**src/rtl/dlx_mem_pkg.sv**
```systemverilog
// dlx_mem_pkg
// Types and helpers shared by the DLX data-memory master and the load data
// extender (which the instruction fetch path also uses).
//   mem_size_t   : core request size encoding (req_size)
//   mem_err_t    : response error codes (rsp_err_code)
//   mst_state_t  : memory master FSM states
//   AddrCode*    : size codes placed in the low two bits of the memory ADDRESS
package dlx_mem_pkg;

    typedef enum logic [1:0] {
        BYTE = 2'b00,
        HALF = 2'b01,
        WORD = 2'b10,
        RSVD = 2'b11
    } mem_size_t;

    typedef enum logic [1:0] {
        NONE     = 2'b00,
        MISALIGN = 2'b01,
        TIMEOUT  = 2'b10,
        BADSIZE  = 2'b11
    } mem_err_t;

    typedef enum logic [1:0] {
        StIdle,
        StCheck,
        StAccess,
        StResp
    } mst_state_t;

    // The memory picks the byte lane from these codes, not from the address offset.
    localparam logic [1:0] AddrCodeByte = 2'b01;
    localparam logic [1:0] AddrCodeHalf = 2'b10;
    localparam logic [1:0] AddrCodeWord = 2'b00;

    function automatic logic [1:0] addr_code(input mem_size_t size);
        logic [1:0] code;
        case (size)
            BYTE:    code = AddrCodeByte;
            HALF:    code = AddrCodeHalf;
            default: code = AddrCodeWord;
        endcase
        return code;
    endfunction

    // Request validation in priority order: bad size first, then alignment.
    // Bytes must be word aligned because the low address bits carry the size code.
    function automatic mem_err_t check_request(input mem_size_t size, input logic [1:0] offset);
        mem_err_t err;
        case (size)
            RSVD:    err = BADSIZE;
            HALF:    err = offset[0] ? MISALIGN : NONE;
            default: err = (offset != 2'b00) ? MISALIGN : NONE;
        endcase
        return err;
    endfunction

endpackage

```
**src/rtl/dlx_mem_extend.sv**
```systemverilog
// dlx_mem_extend
// Combinational load data extender, shared with the instruction fetch path.
// Ports:
//   size_i   : access size (byte / half / word)
//   signed_i : sign-extend byte and half loads when set, zero-extend otherwise
//   data_i   : raw data from the memory bus, right-aligned
//   rdata_o  : extended load data; words pass through unchanged
module dlx_mem_extend
    import dlx_mem_pkg::*;
#(
    parameter int unsigned WORD_SIZE = 32
) (
    input  mem_size_t              size_i,
    input  logic                   signed_i,
    input  logic [WORD_SIZE-1:0]   data_i,
    output logic [WORD_SIZE-1:0]   rdata_o
);

    logic byte_fill;
    logic half_fill;

    // Unknown read data is propagated as-is rather than being masked.
    assign byte_fill = signed_i & data_i[7];
    assign half_fill = signed_i & data_i[15];

    always_comb begin
        rdata_o = data_i;
        case (size_i)
            BYTE:    rdata_o = {{(WORD_SIZE - 8){byte_fill}}, data_i[7:0]};
            HALF:    rdata_o = {{(WORD_SIZE - 16){half_fill}}, data_i[15:0]};
            default: rdata_o = data_i;
        endcase
    end

endmodule

```
**src/rtl/dlx_mem_master.sv**
```systemverilog
// dlx_mem_master
// Initiator side of the DLX memory interface (ENABLE / READNOTWRITE / ADDRESS /
// INOUT_DATA / DATA_READY). Takes one load/store at a time from the core,
// validates it, runs the memory handshake and returns extended read data or an
// error code.
// Ports:
//   clk, rst             : clock, asynchronous active-high reset
//   req_*                : core request (valid/ready), size, sign, address, store data
//   rsp_*                : response (valid/ready), read data, error flag and code
//   mem_enable           : memory ENABLE
//   mem_readnotwrite     : memory READNOTWRITE
//   mem_address          : memory ADDRESS with the size code in bits [1:0]
//   mem_data_out/_oe     : store data and tristate enable toward INOUT_DATA
//   mem_data_in          : INOUT_DATA as seen by the master
//   mem_data_ready       : memory DATA_READY (sticky between accesses)
//   busy                 : FSM is not idle
module dlx_mem_master
    import dlx_mem_pkg::*;
#(
    parameter int unsigned WORD_SIZE      = 32,
    parameter int unsigned ADDRESS_SIZE   = 16,
    parameter int unsigned TIMEOUT_CYCLES = 16
) (
    input  logic                    clk,
    input  logic                    rst,
    input  logic                    req_valid,
    output logic                    req_ready,
    input  logic                    req_we,
    input  logic [1:0]              req_size,
    input  logic                    req_signed,
    input  logic [ADDRESS_SIZE-1:0] req_addr,
    input  logic [WORD_SIZE-1:0]    req_wdata,
    output logic                    rsp_valid,
    input  logic                    rsp_ready,
    output logic [WORD_SIZE-1:0]    rsp_rdata,
    output logic                    rsp_err,
    output logic [1:0]              rsp_err_code,
    output logic                    mem_enable,
    output logic                    mem_readnotwrite,
    output logic [ADDRESS_SIZE-1:0] mem_address,
    output logic [WORD_SIZE-1:0]    mem_data_out,
    output logic                    mem_data_oe,
    input  logic [WORD_SIZE-1:0]    mem_data_in,
    input  logic                    mem_data_ready,
    output logic                    busy
);

    localparam int unsigned     CntW    = $clog2(TIMEOUT_CYCLES + 1);
    localparam logic [CntW-1:0] CntOne  = CntW'(1);
    localparam logic [CntW-1:0] CntLast = CntW'(TIMEOUT_CYCLES);

    mst_state_t state_q, state_d;

    // Registered request
    logic                    we_q, we_d;
    mem_size_t               size_q, size_d;
    logic                    signed_q, signed_d;
    logic [ADDRESS_SIZE-1:0] addr_q, addr_d;
    logic [WORD_SIZE-1:0]    wdata_q, wdata_d;

    // Memory side
    logic [ADDRESS_SIZE-1:0] mem_address_q, mem_address_d;
    logic [WORD_SIZE-1:0]    mem_data_out_q, mem_data_out_d;
    logic [CntW-1:0]         cnt_q, cnt_d;

    // Response side
    logic [WORD_SIZE-1:0]    rdata_q, rdata_d;
    logic                    err_q, err_d;
    mem_err_t                code_q, code_d;

    mem_err_t                chk_err;
    logic [WORD_SIZE-1:0]    padded_wdata;
    logic [WORD_SIZE-1:0]    ext_rdata;

    assign chk_err = check_request(size_q, addr_q[1:0]);

    // Store data is right-aligned and zero-padded above the access size.
    always_comb begin
        padded_wdata = '0;
        case (size_q)
            BYTE:    padded_wdata[7:0]  = wdata_q[7:0];
            HALF:    padded_wdata[15:0] = wdata_q[15:0];
            default: padded_wdata       = wdata_q;
        endcase
    end

    dlx_mem_extend #(
        .WORD_SIZE (WORD_SIZE)
    ) u_extend (
        .size_i   (size_q),
        .signed_i (signed_q),
        .data_i   (mem_data_in),
        .rdata_o  (ext_rdata)
    );

    always_comb begin
        state_d        = state_q;
        we_d           = we_q;
        size_d         = size_q;
        signed_d       = signed_q;
        addr_d         = addr_q;
        wdata_d        = wdata_q;
        mem_address_d  = mem_address_q;
        mem_data_out_d = mem_data_out_q;
        cnt_d          = cnt_q;
        rdata_d        = rdata_q;
        err_d          = err_q;
        code_d         = code_q;

        case (state_q)
            StIdle: begin
                if (req_valid) begin
                    we_d     = req_we;
                    size_d   = mem_size_t'(req_size);
                    signed_d = req_signed;
                    addr_d   = req_addr;
                    wdata_d  = req_wdata;
                    state_d  = StCheck;
                end
            end

            StCheck: begin
                if (chk_err != NONE) begin
                    err_d   = 1'b1;
                    code_d  = chk_err;
                    rdata_d = '0;
                    state_d = StResp;
                end else begin
                    mem_address_d  = {addr_q[ADDRESS_SIZE-1:2], addr_code(size_q)};
                    mem_data_out_d = padded_wdata;
                    cnt_d          = CntOne;
                    state_d        = StAccess;
                end
            end

            StAccess: begin
                // DATA_READY may still be high from the previous access, so the
                // first ACCESS cycle never completes.
                if ((cnt_q != CntOne) && mem_data_ready) begin
                    rdata_d = we_q ? '0 : ext_rdata;
                    err_d   = 1'b0;
                    code_d  = NONE;
                    state_d = StResp;
                end else if (cnt_q == CntLast) begin
                    rdata_d = '0;
                    err_d   = 1'b1;
                    code_d  = TIMEOUT;
                    state_d = StResp;
                end else begin
                    cnt_d = cnt_q + CntOne;
                end
            end

            StResp: begin
                if (rsp_ready) begin
                    rdata_d = '0;
                    err_d   = 1'b0;
                    code_d  = NONE;
                    state_d = StIdle;
                end
            end

            default: state_d = StIdle;
        endcase
    end

    always_ff @(posedge clk or posedge rst) begin
        if (rst) begin
            state_q        <= StIdle;
            we_q           <= 1'b0;
            size_q         <= BYTE;
            signed_q       <= 1'b0;
            addr_q         <= '0;
            wdata_q        <= '0;
            mem_address_q  <= '0;
            mem_data_out_q <= '0;
            cnt_q          <= '0;
            rdata_q        <= '0;
            err_q          <= 1'b0;
            code_q         <= NONE;
        end else begin
            state_q        <= state_d;
            we_q           <= we_d;
            size_q         <= size_d;
            signed_q       <= signed_d;
            addr_q         <= addr_d;
            wdata_q        <= wdata_d;
            mem_address_q  <= mem_address_d;
            mem_data_out_q <= mem_data_out_d;
            cnt_q          <= cnt_d;
            rdata_q        <= rdata_d;
            err_q          <= err_d;
            code_q         <= code_d;
        end
    end

    // Control outputs decode the registered state only, so request inputs never
    // reach the memory bus combinationally.
    assign req_ready        = (state_q == StIdle);
    assign busy             = (state_q != StIdle);
    assign rsp_valid        = (state_q == StResp);
    assign mem_enable       = (state_q == StAccess);
    assign mem_readnotwrite = ~(mem_enable & we_q);
    assign mem_data_oe      = mem_enable & we_q;
    assign mem_address      = mem_address_q;
    assign mem_data_out     = mem_data_out_q;
    assign rsp_rdata        = rdata_q;
    assign rsp_err          = err_q;
    assign rsp_err_code     = code_q;

endmodule

```
**config.mk**
```make
export PLATFORM = sky130hd
export DESIGN_NAME = dlx_mem_master
export DESIGN_NICKNAME = d
export VERILOG_FILES = /design/src/rtl/dlx_mem_pkg.sv /design/src/rtl/dlx_mem_extend.sv /design/src/rtl/dlx_mem_master.sv
export SDC_FILE = /design/constraint.sdc
export NUM_CORES = 1
export LEC_CHECK = 0
export ABC_CLOCK_PERIOD_IN_PS = 5420
export CORE_AREA = 2 2 127 129
export CTS_CLUSTER_DIAMETER = 60
export DETAILED_ROUTE_END_ITERATION = 16
export DIE_AREA = 0 0 129 131
export PLACE_DENSITY_LB_ADDON = 0.25
export SKIP_CTS_REPAIR_TIMING = 1
export SYNTH_ARGS = -nofsm -noshare
export SYNTH_HDL_FRONTEND = slang
export SYNTH_SLANG_ARGS = --single-unit
```
**constraint.sdc**
```tcl
create_clock -name clk -period 5.42 [get_ports clk]
set_input_delay 1.626 -clock clk [delete_from_list [all_inputs] [get_ports clk]]
set_output_delay 1.626 -clock clk [all_outputs]
set_load 0.01 [all_outputs]
```
---- Word level (Yosys, flattened, before mapping) ----
Cells that the tools add are included.
operators by class
  $add $sub $neg .......................... 1
  eq/ne operators ......................... 14
  reductions and logical operators ........ 14
  bitwise gates (word level) .............. 5
  multiplexer cells ....................... 32
operators with widths
  kind                   count
  $mux W32               5
  $pmux W32 S3           1
  $pmux W32 S2           1
  $mux W16               1
  $mux W5                3
  $mux W2                7
  $ne A2 B2 Y1 const B   5
  $pmux W5 S2            1
  $mux W8                1
  $pmux W2 S2            2
  $pmux W2 S4            1
  $reduce_and A4 Y1      2
  $reduce_bool A2 Y1     4
  $mux W1                7
  $eq A2 B2 Y1 const B   3
  $pmux W2 S3            1
  $add A5 B1 Y5 const B  1
  $eq A5 B5 Y1 const B   1
  $ne A5 B1 Y1 const B   1
  $eq A2 B1 Y1 const B   2
  $logic_not A2 Y1       2
  $reduce_and A2 Y1      2
  $and A1 B1 Y1          3
  $ne A3 B1 Y1 const B   1
  other kinds (7)        8
word-level totals
  output and inout bits ................... 89
  input bits .............................. 89
  word-level logic and storage cells ...... 78
  register bits ........................... 142

---- Depth between registers and ports, before layout ----
  depth in word-level cells ............... 6
  gate-level depth with buffers ........... 7
  mapped depth without buffers ............ 6

---- Modules after synthesis ----
A second synthesis with hierarchy kept.
second synthesis, totals
  cell total of the unflattened synthesis .. 551
  area total of the unflattened synthesis .. 6292.3 sq um
by module, submodules not included
  module          times used  seq. area each (sq um)  cells an instance  area each (sq um)
  dlx_mem_master  1           3553.4                  485                5906.9
  dlx_mem_extend  1           0.0                     66                 385.4

---- Worst setup path before layout ----
No wires, ideal clock.
  path kind ............................... input to register
  from .................................... input mem_data_ready
  to ...................................... register rdata_q[10] (netlist: rsp_rdata[10])
  data required time ...................... 5.295 ns
  path buffers ............................ 1
  arrival ................................. 2.885 ns
  slack ................................... 2.410 ns
  library setup time ...................... 0.125 ns
  stages on the path ...................... 5
  cell sequence ........................... inv_1 -> o211a_1 -> a211oi_4 -> buf_6 -> mux2_2
on the way
  cells in the longest elaborated chain, start to end .. 3
  elaborated cells on any way between the ends .. 5
  those cells by class .................... 1 x eq/ne; 2 x mux; 2 x reduce/logical
RTL lines
  what                                                                RTL line               RTL
  start, declared                                                     dlx_mem_master.sv:44   input logic mem_data_ready,
  $logic_and A1 B1 Y1 *                                               dlx_mem_master.sv:139  if ((cnt_q != CntOne) && mem_data_ready) begin
  $ne A3 B1 Y1 (no line) / $mux W32 (equally long branches)           -
  $reduce_and A4 Y1 (no line) / $pmux W32 S3 (equally long branches)  -
  end signal, assigned                                                dlx_mem_master.sv:191  rdata_q <= rdata_d;
  end, declared                                                       dlx_mem_master.sv:67   logic [WORD_SIZE-1:0] rdata_q, rdata_d;
Every way passes the cells marked *; elsewhere a longest branch is shown, timed or not.
A chain may end at the register's enable or synchronous reset.

---- Final worst setup path ----
  from .................................... register state_q[0]
  to ...................................... output mem_data_oe
on the way
  cells in the longest elaborated chain, start to end .. 2
RTL lines
  what                    RTL line               RTL
  start, declared         dlx_mem_master.sv:52   mst_state_t state_q, state_d;
  start signal, assigned  dlx_mem_master.sv:169  state_q <= StIdle;
  start signal, assigned  dlx_mem_master.sv:182  state_q <= state_d;
  $eq A2 B2 Y1            dlx_mem_master.sv:202  assign mem_enable = (state_q == StAccess);
  $and A1 B1 Y1           dlx_mem_master.sv:204  assign mem_data_oe = mem_enable & we_q;
  end, declared           dlx_mem_master.sv:42   output logic mem_data_oe,
Every way passes these cells.

==> impl_summary.log <==
INFO  metric path_cells = inv_1, ha_1, nand2_1, inv_1, clkdlybuf4s50_1
INFO  metric final_min_period_over_clock_period = 0.701
INFO  metric io_pins = 178
INFO  metric min_delay_worst_endpoint = mem_data_out[8]
INFO  metric fmaxAchievable = 0.263 GHz
INFO  metric setup_repair_after_global_routing_missed_its_margin = no
INFO  metric worstSetupPathDepth = 5
INFO  metric hold_path_startpoint = mem_data_out[8]
INFO  metric max_slew.worst_pin.slew = 966 ps
INFO  metric setup_viol = 0
INFO  metric syn_to_final_growth = 43.2%
INFO  metric placement.cell_area = 8060 µm²
INFO  metric floorplan.die_area = 16,900 µm²
INFO  metric clock-skew-final = 8.92 ps
INFO  metric regToRegStartpoint = state_q[0]
INFO  metric vdd_ir_drop_max = 0.324 mV
INFO  metric cts_sinks = 142
INFO  metric post-synth-top-area-cell = dfrtp_1
INFO  metric route.detailed.vias_per_inst = 4.84
INFO  metric critPathCaptureType = output pin
INFO  metric critical_path.startpoint_type = flop
INFO  metric grt_start_max_net_pins = 143
INFO  metric clkSlewWorstSetupHoldPaths = 60 ps
INFO  metric crit_required = 3790 ps
INFO  metric first_pass_detailed_route_iteration_total = 4
INFO  metric detail_route.drc_violations = 0
INFO  metric gp_routability_congestion = 0.787
INFO  metric sequentialPowerShare = 0.354
INFO  metric diodes = 0
INFO  metric worst-path-buf-inv = 3
INFO  metric synth_enable_flop_cells = 0
INFO  metric floorplan.rows = 46
INFO  metric postRouteAntennaNets = 0
INFO  metric tritoncts = yes
INFO  metric synth_ff_type = dfrtp_1
INFO  metric finish.instance_area = 8690 µm²
INFO  metric finalNetCount = 764
INFO  metric min_delay_path_depth = 2
INFO  metric regToRegSetupSlack = 2370 ps
INFO  metric setup-tns-final = 0 ps
INFO  metric r2r_depth = 7
INFO  metric dp.cells = 865
INFO  metric die_height = 131 µm
INFO  metric syn-cell-area = 6070 µm²
INFO  metric design.core.area = 15,600 µm²
INFO  metric first_iter_violations = 218
INFO  metric synth.cells.most_frequent = dfrtp_1, mux2_2, nand2_1
INFO  metric final_wirelength = 14.4 mm
INFO  metric critical_path.reg2reg.endpoint = rsp_rdata[10]
INFO  metric power-per-cell-area = 563 nW/µm²
INFO  metric syn_inst = 493
INFO  metric ys_seq_area_frac = 0.585
INFO  metric place_hpwl = 9.81 mm
INFO  metric fin_util = 0.557
INFO  metric power_switching_share = 0.318
INFO  metric min_path_type = flop to flop
INFO  metric cp_slowest_stage_delay = 530 ps
INFO  metric die_w = 129 µm
INFO  metric dr_total_vias = 4,341
INFO  metric post-route-min-period = 3800 ps
INFO  metric clock_tree.buffer_depth = 2
INFO  metric fin_ws = 1620 ps
INFO  metric yosys.area.top_type_share = 0.585
INFO  metric post_synth_main_area_contributors = dfrtp_1, mux2_2, nand2_1
INFO  metric internal_power = 3.33 mW
INFO  metric grt_pass1_wl = 22.9 mm
INFO  metric antenna_violations_before_repair = 0
INFO  metric cts-buffers-inserted = 17
INFO  metric slew_hr = 0.354
INFO  metric cp_most_frequent_cell = inv_1
INFO  metric wire_per_inst = 16.0 µm
INFO  metric synth_cell_types = 38
INFO  metric run_status = completed
INFO  metric grt_use_total = 0.178
INFO  metric synth_most_common_cell = dfrtp_1
INFO  metric cts_root_buffer = clkbuf_16
INFO  metric synth-seq-cells = 142
INFO  metric critical_path.top_delay_family = buffers and inverters
INFO  metric instances_no_fill = 897
INFO  metric final-hold-violation-count = 0
INFO  metric total_length_of_routed_met3_wires = 1.36 mm
INFO  metric maxCapViolCount = 0
INFO  metric crit_arrival = 2170 ps
INFO  metric net_switching = 1.56 mW
INFO  metric placement.setup.worst_slack = 1370 ps
INFO  metric number_of_global_route_vias_before_repair = 4,506
INFO  metric worst_path_max_fanout = 15
INFO  metric power.total = 4.89 mW
INFO  metric pwr-share-comb = 0.392
INFO  metric static-leakage-power = 3.83 nW
INFO  metric cts_max_level = 4
INFO  metric dr.max_layer_used = met4
INFO  metric async_flop_share = 1.00
INFO  metric timing.final.max_slew_violations = 0
INFO  metric avgSynthCellArea = 12.3 µm²
INFO  metric final_layout_size_suffix_gt1_frac = 0.214
INFO  metric port_buffers = 177
INFO  metric cp_slowest_cell = clkdlybuf4s50_1
INFO  metric timing.hold.ws = 476 ps
INFO  metric routed_metal_1_wire_length = 6.30 mm
INFO  metric wl_met2 = 6.49 mm
INFO  metric mappedNetlistNets = 589
INFO  metric synth_warnings = 0
INFO  metric initial_utilization = 0.389
INFO  metric clock_latency = 420 ps
INFO  metric grt-ovfl-total = 0
INFO  metric clock_power_share = 0.253
INFO  metric timing_worst_setup_path_type = flop to output pin
sequential cells by signal (all words and copies together), names as in the netlist, 2 cells and up:
| register | flops |
|---|---|
| state_q | 2 |
| addr_q | 16 |
| wdata_q | 32 |
| size_q | 2 |
| mem_data_out | 32 |
| rsp_rdata | 32 |
| mem_address | 16 |
| rsp_err_code | 2 |
| cnt_q | 5 |
cells by family (layout without fill, tap and decap cells):
logic type / Yosys count / count (layout) / share of synthesized area
mux: 113 / 113 / 0.207
simple gates: 122 / 122 / 0.0971
compound gates: 61 / 61 / 0.0616
buf+inv: 48 / 236 / 0.0344
fa+ha+maj: 7 / 7 / 0.0144
flops: 142 / 142 / 0.585
how the worst max path moves through the flow:
stage / startpoint / endpoint / slack [ps]
5_1_grt: state_q[0] / mem_data_oe / 1420
2_1_floorplan: rst / addr_q[0] / 2020
6_report: state_q[0] / mem_data_oe / 1620
3_3_place_gp: mem_data_ready / rsp_rdata[12] / 1410
4_1_cts: state_q[0] / mem_data_oe / 1590
3_5_place_dp: mem_data_ready / rsp_rdata[12] / 1370
power by group through the flow:
stage / combinational [mW] / sequential, mW / clock [mW]
2_1_floorplan: 1.13 / 1.78 / 0
3_3_place_gp: 1.88 / 1.72 / 0
3_5_place_dp: 1.94 / 1.75 / 0
4_1_cts: 1.95 / 1.74 / 1.27
5_1_grt: 2.09 / 1.79 / 1.32
6_report: 1.92 / 1.73 / 1.24
layer usage:
| layer | vias up | global-route usage |
|---|---|---|
| met4 | 0 | 0.0633 |
| met1 | 2129 | 0.218 |
| met3 | 17 | 0.0790 |
| li1 | 2044 | - |
| met2 | 151 | 0.281 |
| met5 | - | 0 |
layout make-up:
| type | count | area [µm²] |
|---|---|---|
| fillers | 1331 | 6900 |
| clock buffers | 23 | 478 |
| multi-input cells | 303 | 2320 |
| clock inverters | 9 | 158 |
| well taps | 216 | 270 |
| repair buffers | 183 | 1830 |
| flip-flops and latches | 142 | 3550 |
| inverters | 21 | 82.6 |
placed cells by master (no fill, tap or decap), types with 2 or more instances in the layout:
cell type        netlist  layout
or2_2                  2       2
dfrtp_1              142     142
mux2i_1               12      12
nand3_1                4       3
o21ai_0               30      30
clkbuf_16              0      17
clkinv_4               0       2
nor2_1                 3       3
clkbuf_1              17       3
clkbuf_8               0       3
o41ai_1                2       2
nor2b_1                2       2
inv_1                 21      20
bufinv_16              0       4
and3_1                16      16
ha_1                   7       7
a211oi_1               2       2
mux2_2               101     101
o21bai_1               2       2
nand2_1               71      70
clkdlybuf4s50_1        0     177
nand2b_1              18      18
a21oi_1               15      15
clkinvlp_4             0       3
buf_4                  0       5
worst register-to-register path: cells and delay by family, from the launching register on:
family          cells  cell delay [ps]
buf+inv             2              580
simple gates        2              490
compound gates      1              580
mux                 1              390
flops               1              410
fa+ha+maj           1              470
Power figures use the tool's default switching activity.
==> RTL change 1 (config.mk and constraints unchanged) <==
Change the parameter `TIMEOUT_CYCLES` from 16 to 32.
--- a/src/rtl/dlx_mem_master.sv
+++ b/src/rtl/dlx_mem_master.sv
@@ -19,7 +19,7 @@
 #(
     parameter int unsigned WORD_SIZE      = 32,
     parameter int unsigned ADDRESS_SIZE   = 16,
-    parameter int unsigned TIMEOUT_CYCLES = 16
+    parameter int unsigned TIMEOUT_CYCLES = 32
 ) (
     input  logic                    clk,
     input  logic                    rst,
Formal check against the unedited RTL: no difference found for any inputs over 10 cycles, from zero or initial values and one cycle with rst high; that may be too few to reach the edited logic, so the function may still have changed.
==> RTL change 1 against the original RTL <==
Worst setup slack got worse by 0.076 ns. Cell area is 1.2% lower. Total power is 1.6% higher. Worst hold slack barely moved. Sequential cell count is 1 higher. Utilization shrank 0.65 points. Critical path type unchanged. Wire length is 2.8% lower. Area after synthesis down 2.2%.
==> RTL change 1: results <==
set metrics [dict create \
    synth_cell_types 40 \
    clk_latency_ns 0.42 \
    skew_ns 0.00800 \
    r2r-end "rsp_rdata[5]$_DFFE_PP0P_" \
    cts_buffers 17 \
    synth_top_area_share_pct 60.3 \
    ys_seq_area_share_pct 60.3 \
    first_pass_iters 4 \
    fin_nets 766 \
    routedWlPerCell_um 15.5 \
    outcome "finished clean" \
    worstHoldStart "rsp_rdata[26]$_DFFE_PP0P_" \
    antenna_cells 0 \
    synth.avg_cell_area_um2 11.9 \
    regToRegStartpoint "state_q[0]$_DFFE_PP0P_" \
    vias_per_cell 4.76 \
    whs_endpoint "rsp_rdata[26]$_DFFE_PP0P_" \
    antenna_found_initial 0 \
    drt-initial-drc-count 192 \
    power.leakage_nw 3.65 \
    synthFlopType "dfrtp_1" \
    whs_ns 0.476 \
    place.gp.congestion 0.812 \
    instances_no_fill 899 \
    tightest_slew_ns 0.909 \
    grt_pass1_wl_mm 22.2 \
    grt_usage_pct 17.1 \
    path_clk_slew_ns 0.06 \
    ys_async_sr_fraction_pct 100 \
    synth_common_cells "143 x dfrtp_1, 100 x nand2_1, 75 x mux2_2" \
    syn_nets 593 \
    synthTopCellsByArea "dfrtp_1 60%, mux2_2 14%, nand2_1 6.3%" \
    ir_drop_mv 0.321 \
    io_buffers 177 \
    ys_warn_count 0 \
    reg2regPathDepth 6 \
    place_inst 867 \
    holdPathStages 2 \
    ff2ff_setup_slack_ns 2.92 \
    cp.arrival_ns 2.25 \
    grt_pass1_vias 4434 \
    cts_buffer_depth 2 \
    cts-root-buf "clkbuf_16" \
    drive_above_1_share_pct 18.6 \
    path_max_fanout 14 \
    dp_hpwl_mm 9.60 \
    grt_max_degree 114 \
]
[RTL change 1: worst max-delay path by stage]
stage                            from                 endpoint  slack (ns)  cells after the start
6_report       state_q[0]$_DFFE_PP0P_              mem_data_oe        1.54                      5
5_1_grt        state_q[0]$_DFFE_PP0P_              mem_data_oe        1.41                      5
4_1_cts        state_q[0]$_DFFE_PP0P_              mem_data_oe        1.52                      5
3_5_place_dp                req_valid  wdata_q[21]$_DFFE_PP0P_        1.71                      4
3_3_place_gp                req_valid  wdata_q[26]$_DFFE_PP0P_        1.77                      4
2_1_floorplan                     rst    addr_q[0]$_DFFE_PP0P_        2.00                      1
[RTL change 1: critical path, cell delays in order (launching register included)]
cell and delay (ns):
dfrtp_1 0.42, inv_1 0.13, ha_1 0.50, nand2_1 0.17
inv_1 0.08, clkdlybuf4s50_1 0.53
[RTL change 1: final cells by class]
cell class	instances	area, um2
Fill cell	1329	7010
Sequential cell	143	3580
Multi-Input combinational cell	318	2210
Timing Repair Buffer	182	1820
Clock buffer	18	439
Tap cell	216	270
Clock inverter	14	238
Inverter	8	33.8
[RTL change 1: metrics by stage]
step / worst slack [ns] / area (um2)
after global routing: 1.41 / 8590
after CTS: 1.52 / 8590
final: 1.54 / 8590
after detailed placement: 1.71 / 7920
after global placement: 1.77 / 7920
after floorplan: 2.00 / 5940
[RTL change 1: logic make-up (layout without fill, tap and decap cells)]
group           count (synthesis)  in the layout  synth area share, %
xor+xnor                        2              2                0.295
compound gates                 85             85                 9.02
simple gates                  145            145                 11.1
fa+ha+maj                       7              7                 1.48
flops                         143            143                 60.3
buf+inv                        36            222                 2.74
mux                            79             79                 15.1
[RTL change 1: metal layers]
layer	track usage (%)	share of wire, %
met2	26.9	46
met3	6.80	8.2
met4	6.27	1.2
met1	21.5	44
met5	0	0
[RTL change 1: power by group]
group	switching [mW]	internal (mW)	leakage, nW
Sequential	0.255	1.51	1.81
Combinational	0.886	0.993	1.51
Clock	0.448	0.876	0.330
Total	1.59	3.38	3.65
==> RTL change 2 (same flow settings) <==
Made on the original files. Reset style: synchronous (`rst`), changed in one clocked block. Comments in the files are not updated.
--- a/src/rtl/dlx_mem_master.sv
+++ b/src/rtl/dlx_mem_master.sv
@@ -164,7 +164,7 @@
         endcase
     end
 
-    always_ff @(posedge clk or posedge rst) begin
+    always_ff @(posedge clk) begin
         if (rst) begin
             state_q        <= StIdle;
             we_q           <= 1'b0;
Check against the original RTL: differs if rst is asserted again (counterexample within 4 cycles, from zero or initial values and one cycle with rst high); with rst held inactive, the same outputs for 10 cycles.
==> RTL change 2 against the original RTL <==
Worst setup slack better by 0.13 ns. Clock skew hardly changed. Die area stayed put. Clock power is 9% lower. Non-clock buffer count is 2 higher. Critical path depth stayed put. Sequential cell count stayed put. Total power is 31% lower. Final cell count is 20% higher. Cell area is 6.5% lower. Maximum frequency is 3.5% higher. Area after synthesis is 6.5% lower. Wire length is 4.6% higher.
==> RTL change 2: results <==
set metrics [dict create \
    whs_endpoint "mem_data_out[1]$_SDFFE_PP0P_" \
    grtUsageMet3_pct 7.29 \
    regToRegStartpoint "state_q[0]$_SDFFE_PP0P_" \
    max_stage_delay_ns 0.52 \
    synth_compound_area_share_pct 12.9 \
    synth_common_cells "223 x nand2_1, 142 x dfxtp_1, 104 x a21oi_1" \
    first_pass_iters 4 \
    antenna_cells 0 \
    instances_no_fill 1072 \
    dp_hpwl_mm 9.59 \
    ff2ff_setup_slack_ns 2.98 \
    grt_max_degree 61 \
    ys_warn_count 0 \
    nFillCells 1531 \
    syn_nets 784 \
    antenna_found_initial 0 \
    skew_ns 0.00848 \
    r2r-end "rsp_err_code[0]$_SDFFE_PP0P_" \
    synthMuxAreaShare_pct 6.63 \
    ys_async_sr_fraction_pct 0 \
    grt_pass1_wl_mm 24.2 \
    synthTopCellsByArea "dfxtp_1 50%, nand2_1 15%, a21oi_1 9.2%" \
    synth_cell_types 44 \
    power.leakage_nw 2.97 \
    holdPathStages 2 \
    grt_usage_pct 18.2 \
    dp_slack_ns 1.76 \
    drv_cap 0 \
    fin_nets 939 \
    path_clk_slew_ns 0.06 \
    worstHoldStart "wdata_q[1]$_SDFFE_PP0P_" \
    relSlewSlack_pct 29.4 \
    cp.arrival_ns 2.04 \
    outcome "finished clean" \
    path_max_fanout 10 \
    reg2regPathDepth 6 \
    post-route-min-period_ns 3.67 \
    ys_seq_area_share_pct 50.1 \
    totalWireLength_mm 15.0 \
    place_area_mm2 0.00754 \
    whs_ns 0.449 \
    synthFlopType "dfxtp_1" \
    place_inst 1040 \
    power.internal_mw 2.25 \
    startpoint "state_q[0]$_SDFFE_PP0P_" \
    crit_end "mem_data_oe" \
    ir_drop_mv 0.228 \
    synth.avg_cell_area_um2 8.25 \
    synth-xor-area-share_pct 0 \
    vias_per_cell 4.69 \
    cts_buffers 17 \
    grtUsageMet2_pct 28.2 \
    grt_pass1_vias 4730 \
    place.gp.congestion 0.798 \
    drive_above_1_share_pct 6.43 \
    maxSlewViolCount 0 \
    clk_latency_ns 0.41 \
    use_met1_pct 23.6 \
    drt-initial-drc-count 175 \
    synthAdderAreaFrac_pct 1.54 \
]
## RTL change 2: changes by cell type in the layout (fill, tap and decap cells not counted), sizes merged, moves of 23 or more
cell   delta
dfrtp   -142
nand3    +37
dfxtp   +142
mux2i    +23
a21oi    +89
nand2   +152
mux2     -99
## RTL change 2: per-stage QoR
stage          total power [mW]  util [%]
6_report                   3.36      52.1
5_1_grt                    3.56      52.1
4_1_cts                    3.41      52.1
3_5_place_dp               2.27      48.4
3_3_place_gp               2.26      48.4
2_1_floorplan              2.02         -
## RTL change 2: metal layers
layer  vias up  wire [um]
met3        13       1210
met2       139       6630
met5         -          0
met1      2286       7010
li1       2595          -
met4         0        153
## RTL change 2: layout make-up
| class | instances | area [um2] | share of cell area, % |
|---|---|---|---|
| Sequential cell | 142 | 2840 | 35.0 |
| Multi-Input combinational cell | 487 | 2560 | 31.6 |
| Timing Repair Buffer | 185 | 1830 | 22.5 |
| Clock buffer | 23 | 498 | 6.13 |
| Tap cell | 216 | 270 | 3.33 |
| Clock inverter | 9 | 83.8 | 1.03 |
| Inverter | 10 | 37.5 | 0.462 |
## RTL change 2: cell families after synthesis
logic type,Yosys count
AND/OR/NAND/NOR,310
buffers and inverters,59
AO/OA/AOI/OAI,133
flip-flops,142
adder cells (fa/ha/maj),7
multiplexers,37
## RTL change 2: worst max-delay path, delay by kind of cell, from the launching register on
family,cells,cell delay (ns)
simple gates,1,0.18
fa+ha+maj,1,0.41
buf+inv,3,0.70
flops,1,0.33
## RTL change 2: power by group through the flow
stage               clock [mW]  combinational [mW]  sequential [mW]
finish                    1.13                1.01             1.22
global route              1.21                1.11             1.24
CTS                       1.16                1.03             1.22
detailed placement           0                1.02             1.24
global placement             0                1.02             1.24
floorplan                    0               0.773             1.24
